`src/rtl/bongo_pkg.sv`:
```
// ============================================================================
// Module : bongo_pkg
// Brief  : Shared types and constants for the DK Bongos single-wire responder.
// Rev    : 1.0  initial release
// ============================================================================
`default_nettype none

package bongo_pkg;

    typedef enum logic [2:0] {
        IDLE      = 3'd0,
        RX_LOW    = 3'd1,
        RX_HIGH   = 3'd2,
        DECIDE    = 3'd3,
        TX_LOW    = 3'd4,
        TX_HIGH   = 3'd5,
        TX_STOP   = 3'd6,
        WAIT_HIGH = 3'd7
    } state_t;

    localparam logic [7:0]  CMD_PROBE    = 8'h00;
    localparam logic [15:0] CMD_POLL     = 16'h4003;
    localparam logic [4:0]  PROBE_PULSES = 5'd9;
    localparam logic [4:0]  POLL_PULSES  = 5'd25;

    // Bit-cell timing in microseconds: a 1 is short-low, a 0 is long-low.
    localparam int ONE_US    = 1;
    localparam int THRESH_US = 2;
    localparam int ZERO_US   = 3;
    localparam int BIT_US    = 4;

endpackage

`default_nettype wire

```
`src/rtl/line_sync_edge.sv`:
```
// ============================================================================
// Module : line_sync_edge
// Brief  : 2-flop synchronizer with a registered falling-edge pulse.
// Rev    : 1.0  initial release
// ============================================================================
`default_nettype none

module line_sync_edge (
    input  logic clk,
    input  logic rst_n,
    input  logic i_line,
    output logic o_level,
    output logic o_fall
);

    logic r_sync1;
    logic r_sync2;
    logic r_hist;
    logic r_fall;

    // o_level is the history flop so that level and fall pulse change together.
    always_ff @(posedge clk or negedge rst_n) begin
        if (!rst_n) begin
            r_sync1 <= 1'b1;
            r_sync2 <= 1'b1;
            r_hist  <= 1'b1;
            r_fall  <= 1'b0;
        end else begin
            r_sync1 <= i_line;
            r_sync2 <= r_sync1;
            r_hist  <= r_sync2;
            r_fall  <= r_hist & ~r_sync2;
        end
    end

    assign o_level = r_hist;
    assign o_fall  = r_fall;

endmodule

`default_nettype wire

```
`src/rtl/bongo_responder.sv`:
```
// ============================================================================
// Module : bongo_responder
// Brief  : Controller-side DK Bongos responder: decodes probe/poll, answers.
// Rev    : 1.0  initial release
// ============================================================================
`default_nettype none

module bongo_responder
    import bongo_pkg::*;
#(
    parameter int          CYCLES_PER_US = 50,
    parameter int          GAP_US        = 5,
    parameter int          ABORT_US      = 100,
    parameter logic [23:0] DEVICE_ID     = 24'h090000
) (
    input  logic        clk,
    input  logic        rst_n,
    input  logic        i_line_in,
    output logic        o_line_drive_low,
    input  logic [63:0] i_report,
    output logic        o_poll_strobe,
    output logic        o_rumble,
    output logic        o_busy
);

    localparam logic [12:0] c_ONE_CYC    = 13'(ONE_US    * CYCLES_PER_US);
    localparam logic [12:0] c_THRESH_CYC = 13'(THRESH_US * CYCLES_PER_US);
    localparam logic [12:0] c_ZERO_CYC   = 13'(ZERO_US   * CYCLES_PER_US);
    localparam logic [12:0] c_BIT_CYC    = 13'(BIT_US    * CYCLES_PER_US);
    localparam logic [12:0] c_GAP_CYC    = 13'(GAP_US    * CYCLES_PER_US);
    localparam logic [12:0] c_ABORT_CYC  = 13'(ABORT_US  * CYCLES_PER_US);

    logic        w_level;
    logic        w_fall;
    logic [23:0] w_frame;
    logic [12:0] w_low_len;
    logic [12:0] w_high_len;

    state_t      r_state;
    logic [12:0] r_cnt;
    logic [24:0] r_rx_shift;
    logic [4:0]  r_pulses;
    logic [63:0] r_tx;
    logic [6:0]  r_bits;
    logic        r_drive;
    logic        r_poll_strobe;
    logic        r_rumble;

    line_sync_edge u_sync (
        .clk     (clk),
        .rst_n   (rst_n),
        .i_line  (i_line_in),
        .o_level (w_level),
        .o_fall  (w_fall)
    );

    // One extra shifter bit holds the host stop bit so the frame excludes it.
    assign w_frame    = r_rx_shift[24:1];
    assign w_low_len  = r_tx[63] ? c_ONE_CYC : c_ZERO_CYC;
    assign w_high_len = c_BIT_CYC - w_low_len;

    always_ff @(posedge clk or negedge rst_n) begin
        if (!rst_n) begin
            r_state       <= IDLE;
            r_cnt         <= '0;
            r_rx_shift    <= '0;
            r_pulses      <= '0;
            r_tx          <= '0;
            r_bits        <= '0;
            r_drive       <= 1'b0;
            r_poll_strobe <= 1'b0;
            r_rumble      <= 1'b0;
        end else begin
            r_poll_strobe <= 1'b0;
            r_cnt         <= r_cnt + 13'd1;
            case (r_state)
                IDLE: begin
                    r_cnt <= '0;
                    if (w_fall) begin
                        r_state    <= RX_LOW;
                        r_rx_shift <= '0;
                        r_pulses   <= '0;
                    end
                end
                RX_LOW: begin
                    if (w_level) begin
                        r_rx_shift <= {r_rx_shift[23:0], (r_cnt < c_THRESH_CYC)};
                        if (r_pulses != 5'd31)
                            r_pulses <= r_pulses + 5'd1;
                        r_state <= RX_HIGH;
                        r_cnt   <= '0;
                    end else if (r_cnt >= c_ABORT_CYC - 13'd1) begin
                        r_state <= WAIT_HIGH;
                        r_cnt   <= '0;
                    end
                end
                RX_HIGH: begin
                    if (w_fall) begin
                        r_state <= RX_LOW;
                        r_cnt   <= '0;
                    end else if (r_cnt >= c_GAP_CYC - 13'd1) begin
                        r_state <= DECIDE;
                        r_cnt   <= '0;
                    end
                end
                DECIDE: begin
                    r_cnt <= '0;
                    if (r_pulses == PROBE_PULSES && w_frame[7:0] == CMD_PROBE) begin
                        r_tx    <= {DEVICE_ID, 40'd0};
                        r_bits  <= 7'd24;
                        r_drive <= 1'b1;
                        r_state <= TX_LOW;
                    end else if (r_pulses == POLL_PULSES && w_frame[23:8] == CMD_POLL) begin
                        r_tx          <= i_report;
                        r_bits        <= 7'd64;
                        r_rumble      <= w_frame[0];
                        r_poll_strobe <= 1'b1;
                        r_drive       <= 1'b1;
                        r_state       <= TX_LOW;
                    end else begin
                        r_state <= IDLE;
                    end
                end
                TX_LOW: begin
                    if (r_cnt == w_low_len - 13'd1) begin
                        r_drive <= 1'b0;
                        r_state <= TX_HIGH;
                        r_cnt   <= '0;
                    end
                end
                TX_HIGH: begin
                    if (r_cnt == w_high_len - 13'd1) begin
                        r_tx    <= {r_tx[62:0], 1'b0};
                        r_bits  <= r_bits - 7'd1;
                        r_drive <= 1'b1;
                        r_state <= (r_bits == 7'd1) ? TX_STOP : TX_LOW;
                        r_cnt   <= '0;
                    end
                end
                TX_STOP: begin
                    if (r_cnt == c_ONE_CYC - 13'd1) begin
                        r_drive <= 1'b0;
                        r_state <= WAIT_HIGH;
                        r_cnt   <= '0;
                    end
                end
                WAIT_HIGH: begin
                    // Also swallows the synchronizer lag on our own released stop bit.
                    if (w_level) begin
                        r_state <= IDLE;
                        r_cnt   <= '0;
                    end
                end
                default: begin
                    r_state <= IDLE;
                    r_cnt   <= '0;
                end
            endcase
        end
    end

    assign o_line_drive_low = r_drive;
    assign o_poll_strobe    = r_poll_strobe;
    assign o_rumble         = r_rumble;
    assign o_busy           = (r_state != IDLE);

endmodule

`default_nettype wire

```
`config.mk`:
```
export PLATFORM = sky130hd
export DESIGN_NAME = bongo_responder
export DESIGN_NICKNAME = d
export VERILOG_FILES = /design/src/rtl/bongo_pkg.sv /design/src/rtl/line_sync_edge.sv /design/src/rtl/bongo_responder.sv
export SDC_FILE = /design/constraint.sdc
export NUM_CORES = 1
export LEC_CHECK = 0
export ABC_CLOCK_PERIOD_IN_PS = 5090
export BUFFER_PORTS_ARGS = -buffer_cell sky130_fd_sc_hd__buf_2
export CORE_MARGIN = 4
export CORE_UTILIZATION = 55
export DETAILED_ROUTE_END_ITERATION = 8
export PLACE_DENSITY = 0.88
export SLEW_MARGIN = 20
export SYNTH_ARGS = -nofsm -noshare
export SYNTH_HDL_FRONTEND = slang
export SYNTH_SLANG_ARGS = --single-unit
```
`constraint.sdc`:
```
create_clock -name clk -period 5.09 [get_ports clk]
set_input_delay 0.7635 -clock clk [delete_from_list [all_inputs] [get_ports clk]]
set_output_delay 0.7635 -clock clk [all_outputs]
set_load 0.01 [all_outputs]
```
# After elaboration in Yosys (flattened, before gate mapping)

Index checks and enable logic that the tools add are counted.

Register bits: 124
Input port bits: 67
Output and inout port bits: 4

$add $sub $neg: 6
Order comparisons: 3
Equal/unequal tests: 25
Multiplexer cells: 47
Bitwise logic cells: 3
Reductions and logical operators: 15

Operators by type and width:

| operator                                             | count |
|---|---|
| two-way mux 64 bit                                   | 3 |
| one-hot mux 64 bit (2 select lines)                  | 1 |
| two-way mux 13 bit                                   | 8 |
| one-hot mux 13 bit (7 select lines)                  | 1 |
| two-way mux 25 bit                                   | 2 |
| one-hot mux 25 bit (2 select lines)                  | 1 |
| two-way mux 3 bit                                    | 11 |
| == test 13 bit                                       | 2 |
| one-hot mux 3 bit (8 select lines)                   | 1 |
| two-way mux 7 bit                                    | 3 |
| == test 16 x 15 -> 1 bit, second input constant      | 1 |
| two-way mux 5 bit                                    | 3 |
| one-hot mux 7 bit (2 select lines)                   | 1 |
| adder 13 x 1 -> 13 bit, second input constant        | 1 |
| == test 13 x 6 -> 1 bit, second input constant       | 1 |
| >= comparator 13 bit, second input constant          | 1 |
| >= comparator 13 x 8 -> 1 bit, second input constant | 1 |
| < comparator 13 x 7 -> 1 bit, second input constant  | 1 |
| == test 3 bit, second input constant                 | 4 |
| one-hot mux 5 bit (2 select lines)                   | 1 |
| subtractor 9 x 2 -> 10 bit, second input constant    | 1 |
| AND reduction 3 bit                                  | 3 |
| subtractor 8 x 1 -> 9 bit, second input constant     | 1 |
| subtractor 8 x 8 -> 9 bit, first input constant      | 1 |
| other kinds (28)                                     | 45 |

# Depth between registers and ports, before layout

Gate-level depths: netlist (run 1).

Depth in word-level cells: 6
Gate-level depth with buffers: 10

# Modules after synthesis

A second synthesis (run 1) with hierarchy kept.

Cells, all modules: 550
Area, all modules: 6077.1 um^2

By module, submodules not included:

| module          | instances | cells an instance | area each (um^2) |
|---|---|---|---|
| bongo_responder | 1         | 545               | 5959.5 |
| line_sync_edge  | 1         | 5                 | 117.6 |

# Worst setup path before layout (run 1)

Ideal clock, no wire load.

Path kind: reg2reg
Start point: register r_cnt[12]
End point: register r_tx[25]
Library setup time: 0.125 ns
Data arrival time: 2.064 ns
Data required time: 4.965 ns
Path slack: 2.901 ns
Cell stages (with the launch flop): 9
Path buffers: 3
Path through: dfrtp_1 or4_4 nor3_4 and3_1 buf_4 nor2_4 buf_6 buf_6 mux2_4

Longest elaborated chain between the ends: 3

Ends and longest elaborated chain:

| item                            | line                   | RTL |
|---|---|---|
| from (decl)                     | bongo_responder.sv:40  | `logic [12:0] r_cnt;` |
| from (signal assigned)          | bongo_responder.sv:75  | `r_cnt <= r_cnt + 13'd1;` |
| == test 13 bit                  | bongo_responder.sv:132 | `if (r_cnt == w_high_len - 13'd1) begin` |
| inequality test 2 bit (no line) | n/a                    |  |
| AND reduction 3 bit (no line)   | n/a                    |  |
| to (signal assigned)            | bongo_responder.sv:109 | `r_tx <= {DEVICE_ID, 40'd0};` |
| to (signal assigned)            | bongo_responder.sv:114 | `r_tx <= i_report;` |
| to (signal assigned)            | bongo_responder.sv:133 | `r_tx <= {r_tx[62:0], 1'b0};` |
| to (decl)                       | bongo_responder.sv:43  | `logic [63:0] r_tx;` |

No other way between the ends.
A chain may end at the register's enable or synchronous reset.

# Worst setup path in the final report (run 1)

Start point: register r_state[1]
End point: register r_tx[7]

Longest elaborated chain between the ends: 3
Elaborated cells on any way between the ends: 7

Ends and longest elaborated chain:

| item                                                          | line                   | RTL |
|---|---|---|
| from (decl)                                                   | bongo_responder.sv:39  | `state_t r_state;` |
| from (signal assigned)                                        | bongo_responder.sv:136 | `r_state <= (r_bits == 7'd1) ? TX_STOP : TX_LOW;` |
| == test 3 x 2 -> 1 bit or == test 3 bit (tied branches)       | bongo_responder.sv:76  | `case (r_state)` |
| inequality test 3 bit (no line), or another cell as far along | n/a                    |  |
| AND reduction 3 bit (no line)                                 | n/a                    |  |

Parallel ways exist; a longest one is shown, timed or not.

==> results of run 1 <==
## stage by stage
stage	worst slack (ns)	power, mW
global route	1.58	3.38
finish	1.81	3.23
global placement	2.02	1.82
detailed placement	1.86	1.86
CTS	1.83	3.24
floorplan	2.90	1.69
## kinds of logic after synthesis
| family | count (synthesis) |
|---|---|
| muxes | 69 |
| and+or+nand+nor | 180 |
| DFF | 124 |
| AOI/OAI and AO/OA | 101 |
| buffers and inverters | 54 |
| adders and majority gates | 7 |
| xor gates and xnor gates | 12 |
## worst register-to-register path: cells and delay by family (launching register included)
family,cells,cell delay [ns]
AND/OR/NAND/NOR,3,1.41
buffers and inverters,2,0.76
flip-flops,1,0.61
multiplexers,1,0.39
## cell usage after synthesis (5+ instances only)
cell type	instances	area, µm²
a21oi_1	11	55.1
dfrtp_1	121	3030
xor2_1	8	70.1
nor2_1	32	120
nor3_1	8	40.0
inv_1	14	52.6
a22o_1	61	534
nand4_1	7	43.8
o21ai_0	7	35.0
nand2_1	64	240
nand3_1	31	155
or3_1	5	31.3
buf_2	14	70.1
mux2_2	61	687
ha_1	7	87.6
clkbuf_1	21	78.8
## how the worst max path moves through the flow
stage | startpoint | endpoint | slack, ns | depth (start not counted)
2_1_floorplan | r_cnt[12] | r_tx[25] | 2.90 | 8
3_3_place_gp | r_state[1] | r_tx[14] | 2.02 | 6
3_5_place_dp | r_state[1] | r_tx[5] | 1.86 | 6
4_1_cts | r_state[1] | r_tx[5] | 1.83 | 6
5_1_grt | r_state[1] | r_tx[5] | 1.58 | 6
6_report | r_state[1] | r_tx[7] | 1.81 | 6
## power breakdown
group          internal [mW]  switching (mW)  total [mW]
Sequential              1.03          0.0762        1.10
Combinational          0.271           0.485       0.756
Clock                  0.913           0.462        1.37
Total                   2.21            1.02        3.23
## sequential cells by signal, indices dropped and copies added (netlist names)
name,flops
o_line_drive_low,1
o_poll_strobe,1
o_rumble,1
r_bits,7
r_cnt,13
r_pulses,5
r_rx_shift,25
r_state,3
r_tx,64
u_sync.o_fall,1
u_sync.o_level,1
u_sync.r_sync1,1
u_sync.r_sync2,1
## final cells by class
cell class                 instances  area (µm²)  area share [%]
timing repair buffer              76         402            5.66
sequential                       124        3110            43.7
tap                              136         170            2.40
inverter                          15        56.3           0.793
clock inverter                    13         238            3.35
clock buffer                      19         432            6.08
multi-input combinational        369        2700            38.0
## routing by layer
| metal | vias up | global-route usage, % |
|---|---|---|
| li1 | 2097 | - |
| met1 | 2323 | 28.0 |
| met2 | 202 | 37.2 |
| met3 | 40 | 6.31 |
| met4 | 0 | 10.5 |
| met5 | - | 0 |
## layout by cell type, fill, tap and decap left out, drive strengths merged, types with 2 or more instances in the layout
cell type,instances
buf,76
a21oi,11
a22o,61
clkinv,3
nor4,4
clkbuf,19
mux2i,4
xnor2,4
o21ai,7
inv,17
a2bb2oi,2
mux2,65
nor2,33
xor2,8
nor4b,3
a31oi,2
dfstp,3
or4,3
nor3,10
a31o,2
nand4b,2
nand4,7
dfrtp,121
nand3,31
nand2b,3
clkinvlp,2
ha,7
nand2,64
and3,4
nand3b,4
or3,5
o2bb2ai,2
bufinv,6
o22ai,5
==> reports/metrics.csv, run 1 <==
metric,value,unit
wirelength,13700,µm
synth_xor_area_share,1.74,%
cts_tree,built,
clkTransAtPathRegs,0.06,ns
start_kind,flip-flop,
async_flop_share,100,%
routedWlPerCell,18.3,µm
crit_family,simple AND/OR/NAND/NOR gates,
synth-simple-area-share,14.9,%
drv_slew,0,
place_area,6430,µm²
setup_tns,0,ns
nNetsFinal,677,
postCtsHoldBufs,0,
end_kind,flip-flop,
worstPathArrival,3.70,ns
min_period,3.28,ns
ctsLongestPathBuffers,2,
start_util,57.4,%
path_cells,and3b_2 -> buf_4 -> and3_1 -> nor2_4 -> buf_4 -> mux2_2,
slowest_delay,0.78,ns
die_x,113,µm
drive_gt1_share,30.5,%
postCtsSetupRepairBufs,0,
syn_to_final_growth,17.8,%
reg2reg_slack,1.81,ns
worst_r2r_endpoint,r_tx[7],
drt_pass1_iterations,6,
ys_warn_count,0,
fin_cells,752,
cap_viol_max_count,0,
worst_r2r_path_depth,6,
status,"finished, final reports clean",
clkLatencyLatePin,0.53,ns
synth_mux_area_share,13.1,%
port_buffers,70,
fp.dieH,113,µm
synth_edf_count,0,
met3_length,850,µm
synth.distinct_cells,57,
hold_path_class,in2async,
synth_adder_area_share,1.45,%
routed_via_density,6.20,
num_vias,4662,
ios,71,
synth_ff_type,dfrtp_1,
crit_path_top_delay_cell,nor2_4,
grt_pass1_wl,23200,µm
fmax,0.305,GHz
crit_required,5.51,ns
whs,0.244,ns
rsz0062_at_grt,false,
synth_top_family_by_area,simple AND/OR/NAND/NOR gates,
drc_errors,0,
place_hpwl,8140,µm
cts_max_level,4,
synth_nets,621,
path_buf_inv,2,
clock-skew-final,0.00843,ns
period_share,64.5,%
worst_pin_slew,1.02,ns
synth_area,6030,µm²
cts_sinks,124,
grt_usage,22.7,%
fin_util,67.6,%
globalplace.congestion,0.881,
placed_cells,720,
path_class,reg2reg,
drtIter0Drc,420,
ys_ff_latch,124,
die_area,12700,µm²
fin_area,7100,µm²
relSlewSlack,31.9,%
gr-total-overflow,0,
syn_avg_cell_area,11.0,µm²
cts_resized,0,
ant_nets,0,
grt_max_degree,85,
rows,37,
synth_compound_area_share,13.3,%
antenna_cells,0,
peakVddDrop,254,µV
dr_wl_met2,6990,µm
final-hold-violation-count,0,
cts_buffers,17,
powerDensity,455,nW/µm²
grt_pass1_vias,4810,
cpMostUsedCell,buf_4,
r2r_start,r_state[1],
postSynthCellCount,547,
cp_max_fo,69,
cts.root.buffer_cell,clkbuf_8,
yosysSeqAreaShare,51.5,%
leakagePower,3.69,nW
grt_antenna_before_repair,0,
routed.top_layer,met4,
wl_met1,5480,µm
core_area,10500,µm²
nFillCells,704,
finalSetupViolCount,0,
(Power assumes the default switching activity.)
==> inputs of run 2 (changes only) <==
--- a/config.mk
+++ b/config.mk
@@ -5,7 +5,7 @@
 export SDC_FILE = /design/constraint.sdc
 export NUM_CORES = 1
 export LEC_CHECK = 0
-export ABC_CLOCK_PERIOD_IN_PS = 5090
+export ABC_CLOCK_PERIOD_IN_PS = 3400
 export BUFFER_PORTS_ARGS = -buffer_cell sky130_fd_sc_hd__buf_2
 export CORE_MARGIN = 4
 export CORE_UTILIZATION = 55
==> constraint.sdc (replaced) <==
create_clock -name clk -period 3.4 [get_ports clk]
set_input_delay 0.51 -clock clk [delete_from_list [all_inputs] [get_ports clk]]
set_output_delay 0.51 -clock clk [all_outputs]
set_load 0.01 [all_outputs]
==> run 2 against run 1 <==
  * Cell count unchanged
  * Worst setup slack worse by 0.85 ns
  * Via count down 3.5%
  * Combinational power up 49%
  * Clock skew up 0.00064 ns
  * Power up 43%
  * Clock-buffer cell count down 1
  * Clock power up 34%
  * Critical path type unchanged
==> reports/metrics.csv, run 2 (synthesis results as in run 1) <==
metric,value,unit
status,"finished, final reports clean",
leakagePower,3.66,nW
gr-total-overflow,0,
path_buf_inv,1,
slowest_delay,0.58,ns
start_util,57.4,%
fmax,0.410,GHz
cts.root.buffer_cell,clkbuf_8,
min_period,2.44,ns
final_common_cell,dfrtp_1,
crit_start,r_cnt[12],
cp_max_fo,69,
place_area,6450,µm²
cts_buffers,17,
largest_reg_flops,64,
final_cell_mix,"dfrtp_1, buf_2, nand2_1",
ctsLongestPathBuffers,2,
clkLatencyLatePin,0.52,ns
crit_required,3.80,ns
fp.dieH,113,µm
drtIter0Drc,371,
finalSetupViolCount,0,
die_x,113,µm
crit_path_top_delay_cell,or4_4,
rows,37,
regMostFlops,r_tx,
postCtsSetupRepairBufs,0,
end_kind,flip-flop,
ios,71,
cts_resized,0,
wirelength,13200,µm
routed_via_density,5.98,
grt_pass1_wl,22500,µm
crit_family,simple AND/OR/NAND/NOR gates,
die_area,12700,µm²
path_class,reg2reg,
r2r_start,r_cnt[12],
num_vias,4497,
peakVddDrop,518,µV
cts_max_level,4,
worst_pin_slew,0.958,ns
postCtsHoldBufs,0,
place_hpwl,8190,µm
ant_nets,0,
placed_cells,720,
clock-skew-final,0.00907,ns
fin_cells,752,
final-hold-violation-count,0,
drive_gt1_share,30.7,%
cap_viol_max_count,0,
port_buffers,70,
antenna_cells,0,
cts_sinks,124,
clkTransAtPathRegs,0.06,ns
globalplace.congestion,0.912,
drc_errors,0,
core_area,10500,µm²
drt_pass1_iterations,6,
rsz0062_at_grt,false,
relSlewSlack,35.8,%
worstPathArrival,2.84,ns
hold_path_class,in2async,
cts_tree,built,
nNetsFinal,677,
drv_slew,0,
grt_usage,21.5,%
grt_antenna_before_repair,0,
grt_pass1_vias,4674,
syn_to_final_growth,17.1,%
setup_tns,0,ns
path_cells,or4_4 -> nor3_4 -> and3_1 -> nor2_4 -> buf_12 -> mux2_2,
fin_area,7060,µm²
period_share,71.7,%
reg_top3,"r_tx (64), r_rx_shift (25), r_cnt (13)",
powerDensity,655,nW/µm²
grt_max_degree,125,
routedWlPerCell,17.6,µm
start_kind,flip-flop,
[run 2: final cells by class]
| class | count | area (µm²) |
|---|---|---|
| clock buffers | 18 | 418 |
| clock inverters | 14 | 184 |
| fillers | 702 | 3450 |
| inverters | 15 | 56.3 |
| multi-input cells | 369 | 2700 |
| flip-flops and latches | 124 | 3110 |
| well taps | 136 | 170 |
| repair buffers | 76 | 423 |
[run 2: per-stage QoR]
stage / hold WS [ns] / power [mW] / utilization (%) / worst slack (ns)
after floorplan: 0.214 / 2.52 / - / 1.21
after global placement: 0.346 / 2.73 / 61.4 / 0.931
after detailed placement: 0.348 / 2.79 / 61.4 / 0.798
after CTS: 0.0788 / 4.64 / 67.1 / 0.803
after global routing: 0.0757 / 4.86 / 67.2 / 0.854
final: 0.0883 / 4.62 / 67.2 / 0.962
[run 2: path summary, 6_finish.rpt]
kind / slack (ns) / cells past startpoint / end
worst min-delay path: 0.09 / 2 / r_rx_shift[20]
min in group clk: 0.09 / 1 / u_sync.r_sync1
worst max-delay path: 0.96 / 6 / r_tx[9]
worst max register to register: 0.96 / 6 / r_tx[9]
max in group asynchronous: 2.84 / 2 / r_tx[21]
worst min register to register: 0.35 / 0 / u_sync.r_sync2
[run 2: layer usage]
layer | vias to the layer above | routed length [µm] | share of wire (%) | global-route usage, %
li1 | 2099 | - | - | -
met1 | 2255 | 5430 | 41 | 27.2
met2 | 117 | 7030 | 53 | 36.6
met3 | 26 | 569 | 4.3 | 4.92
met4 | 0 | 217 | 1.6 | 6.97
met5 | - | 0 | 0 | 0
[run 2: worst reg2reg max path, cell delays in order (launching register included)]
cell     delay [ns]
dfrtp_1        0.41
or4_4          0.58
nor3_4         0.29
and3_1         0.38
nor2_4         0.07
buf_12         0.23
mux2_2         0.37
[run 2: report_power, final]
part | leakage (nW) | internal (mW) | switching (mW)
clock | 0.282 | 1.13 | 0.708
combinational | 1.68 | 0.416 | 0.712
sequential | 1.70 | 1.54 | 0.114
==> inputs of run 3 (changes only) <==
--- a/config.mk
+++ b/config.mk
@@ -5,7 +5,7 @@
 export SDC_FILE = /design/constraint.sdc
 export NUM_CORES = 1
 export LEC_CHECK = 0
-export ABC_CLOCK_PERIOD_IN_PS = 3400
+export ABC_CLOCK_PERIOD_IN_PS = 2500
 export BUFFER_PORTS_ARGS = -buffer_cell sky130_fd_sc_hd__buf_2
 export CORE_MARGIN = 4
 export CORE_UTILIZATION = 55
==> constraint.sdc (replaced) <==
create_clock -name clk -period 2.5 [get_ports clk]
set_input_delay 0.375 -clock clk [delete_from_list [all_inputs] [get_ports clk]]
set_output_delay 0.375 -clock clk [all_outputs]
set_load 0.01 [all_outputs]
==> run 3 against run 2 <==
  * Sequential power rose by 34%
  * Highest routed layer unchanged
  * Flip-flop and latch count did not move
  * Clock skew rose by 0.0019 ns
==> reports/metrics.csv, run 3 (synthesis results as in run 1) <==
metric,value,unit
ios,71,
cts.root.buffer_cell,clkbuf_8,
nNetsFinal,693,
powerDensity,920,nW/µm²
crit_start,r_cnt[7],
cts_max_level,4,
globalplace.congestion,0.879,
routedWlPerCell,18.3,µm
grt_pass1_wl,23600,µm
period_share,94.6,%
end_kind,flip-flop,
gr-total-overflow,0,
final_cell_mix,"dfrtp_1, buf_2, nand2_1",
final-hold-violation-count,0,
drc_errors,0,
path_buf_inv,1,
crit_family,simple AND/OR/NAND/NOR gates,
start_kind,flip-flop,
reg_top3,"r_tx (64), r_rx_shift (25), r_cnt (13)",
crit_path_top_delay_cell,or4b_1,
cts_sinks,124,
slowest_delay,0.57,ns
hold_path_class,in2reg,
path_class,reg2reg,
min_period,2.37,ns
drive_gt1_share,31.8,%
ctsLongestPathBuffers,2,
drt_pass1_iterations,5,
cp_max_fo,17,
fin_cells,768,
clkTransAtPathRegs,0.06,ns
grt_max_degree,68,
setup_tns,0,ns
port_buffers,70,
critPathCapture,r_tx[59],
cap_viol_max_count,0,
cp.depth,6,
worst_pin_slew,0.715,ns
place_hpwl,8590,µm
drtIter0Drc,421,
num_vias,4674,
leakagePower,3.77,nW
regMostFlops,r_tx,
antenna_cells,0,
worst_r2r_path_depth,6,
die_x,113,µm
die_area,12700,µm²
clkLatencyLatePin,0.53,ns
grt_usage,23.0,%
cts_tree,built,
clock-skew-final,0.0110,ns
worstPathArrival,2.78,ns
reg2reg_slack,0.13,ns
status,"finished, final reports clean",
syn_to_final_growth,20.3,%
whs,0.128,ns
ant_nets,0,
largest_reg_flops,64,
rsz0062_at_grt,false,
peakVddDrop,650,µV
start_util,57.4,%
worstHoldStart,i_report[0],
cts_resized,0,
grt_antenna_before_repair,0,
final_common_cell,dfrtp_1,
fp.dieH,113,µm
fmax,0.423,GHz
rows,37,
crit_required,2.91,ns
core_area,10500,µm²
wirelength,14100,µm
drv_slew,0,
relSlewSlack,52.4,%
r2r_start,r_cnt[7],
routed_via_density,6.09,
placed_cells,731,
finalSetupViolCount,0,
grt_pass1_vias,4817,
cts_buffers,17,
path_cells,or4b_1 -> nand2_1 -> and3_1 -> nor2_4 -> buf_4 -> mux2_2,
worst_r2r_endpoint,r_tx[59],
## run 3: changes by cell type in the layout (fill, tap and decap cells not counted), sizes merged
| cell | before | now |
|---|---|---|
| buf | 76 | 90 |
| dlygate4sd3 | 0 | 2 |
| inv | 22 | 15 |
| clkinvlp | 4 | 2 |
| bufinv | 3 | 6 |
| clkbuf | 18 | 21 |
| clkinv | 0 | 3 |
## run 3: worst reg2reg max path, stage by stage, from the launching register on
cell	delay [ns]
dfrtp_1	0.49
or4b_1	0.57
nand2_1	0.18
and3_1	0.36
nor2_4	0.13
buf_4	0.23
mux2_2	0.30
## run 3: worst min path at each step
| stage | endpoint | cells after the start |
|---|---|---|
| floorplan | o_line_drive_low | 0 |
| global route | r_tx[0] | 3 |
| finish | r_tx[0] | 3 |
| CTS | r_tx[0] | 3 |
| global placement | u_sync.r_sync2 | 0 |
| detailed placement | u_sync.r_sync2 | 0 |
## run 3: cell type report
class | instances | area, µm²
fill | 688 | 3260
sequential | 124 | 3110
multi-input combinational | 369 | 2700
timing repair buffer | 92 | 561
clock buffer | 21 | 449
clock inverter | 11 | 214
tap | 136 | 170
inverter | 15 | 56.3
## run 3: routing by layer
metal	global-route usage [%]	part of all wire, %
met1	28.6	40
met2	39.1	52
met3	4.76	4.9
met4	9.38	2.7
met5	0	0
## run 3: repair_timing
item                                    CTS  global route
endpoints found under the setup margin    0            16
buffers inserted                          0             3
hold buffers                              2             0
hold endpoints to repair                 50             0
## run 3: report_power, final
part           leakage (nW)  total, mW  internal [mW]  switching (mW)
combinational          1.75       1.71          0.642            1.07
clock                 0.318       2.76           1.87           0.886
sequential             1.70       2.21           2.09           0.119
## run 3: through the flow
stage / worst slack [ns] / utilization [%] / area [µm²] / power (mW)
4_1_cts: 0.0896 / 68.8 / 7230 / 6.68
3_3_place_gp: 0.224 / 62.3 / 6550 / 3.81
6_report: 0.135 / 69.0 / 7250 / 6.68
2_1_floorplan: 0.311 / - / 6030 / 3.43
3_5_place_dp: 0.155 / 62.3 / 6550 / 3.90
5_1_grt: 0.0322 / 69.0 / 7250 / 6.96
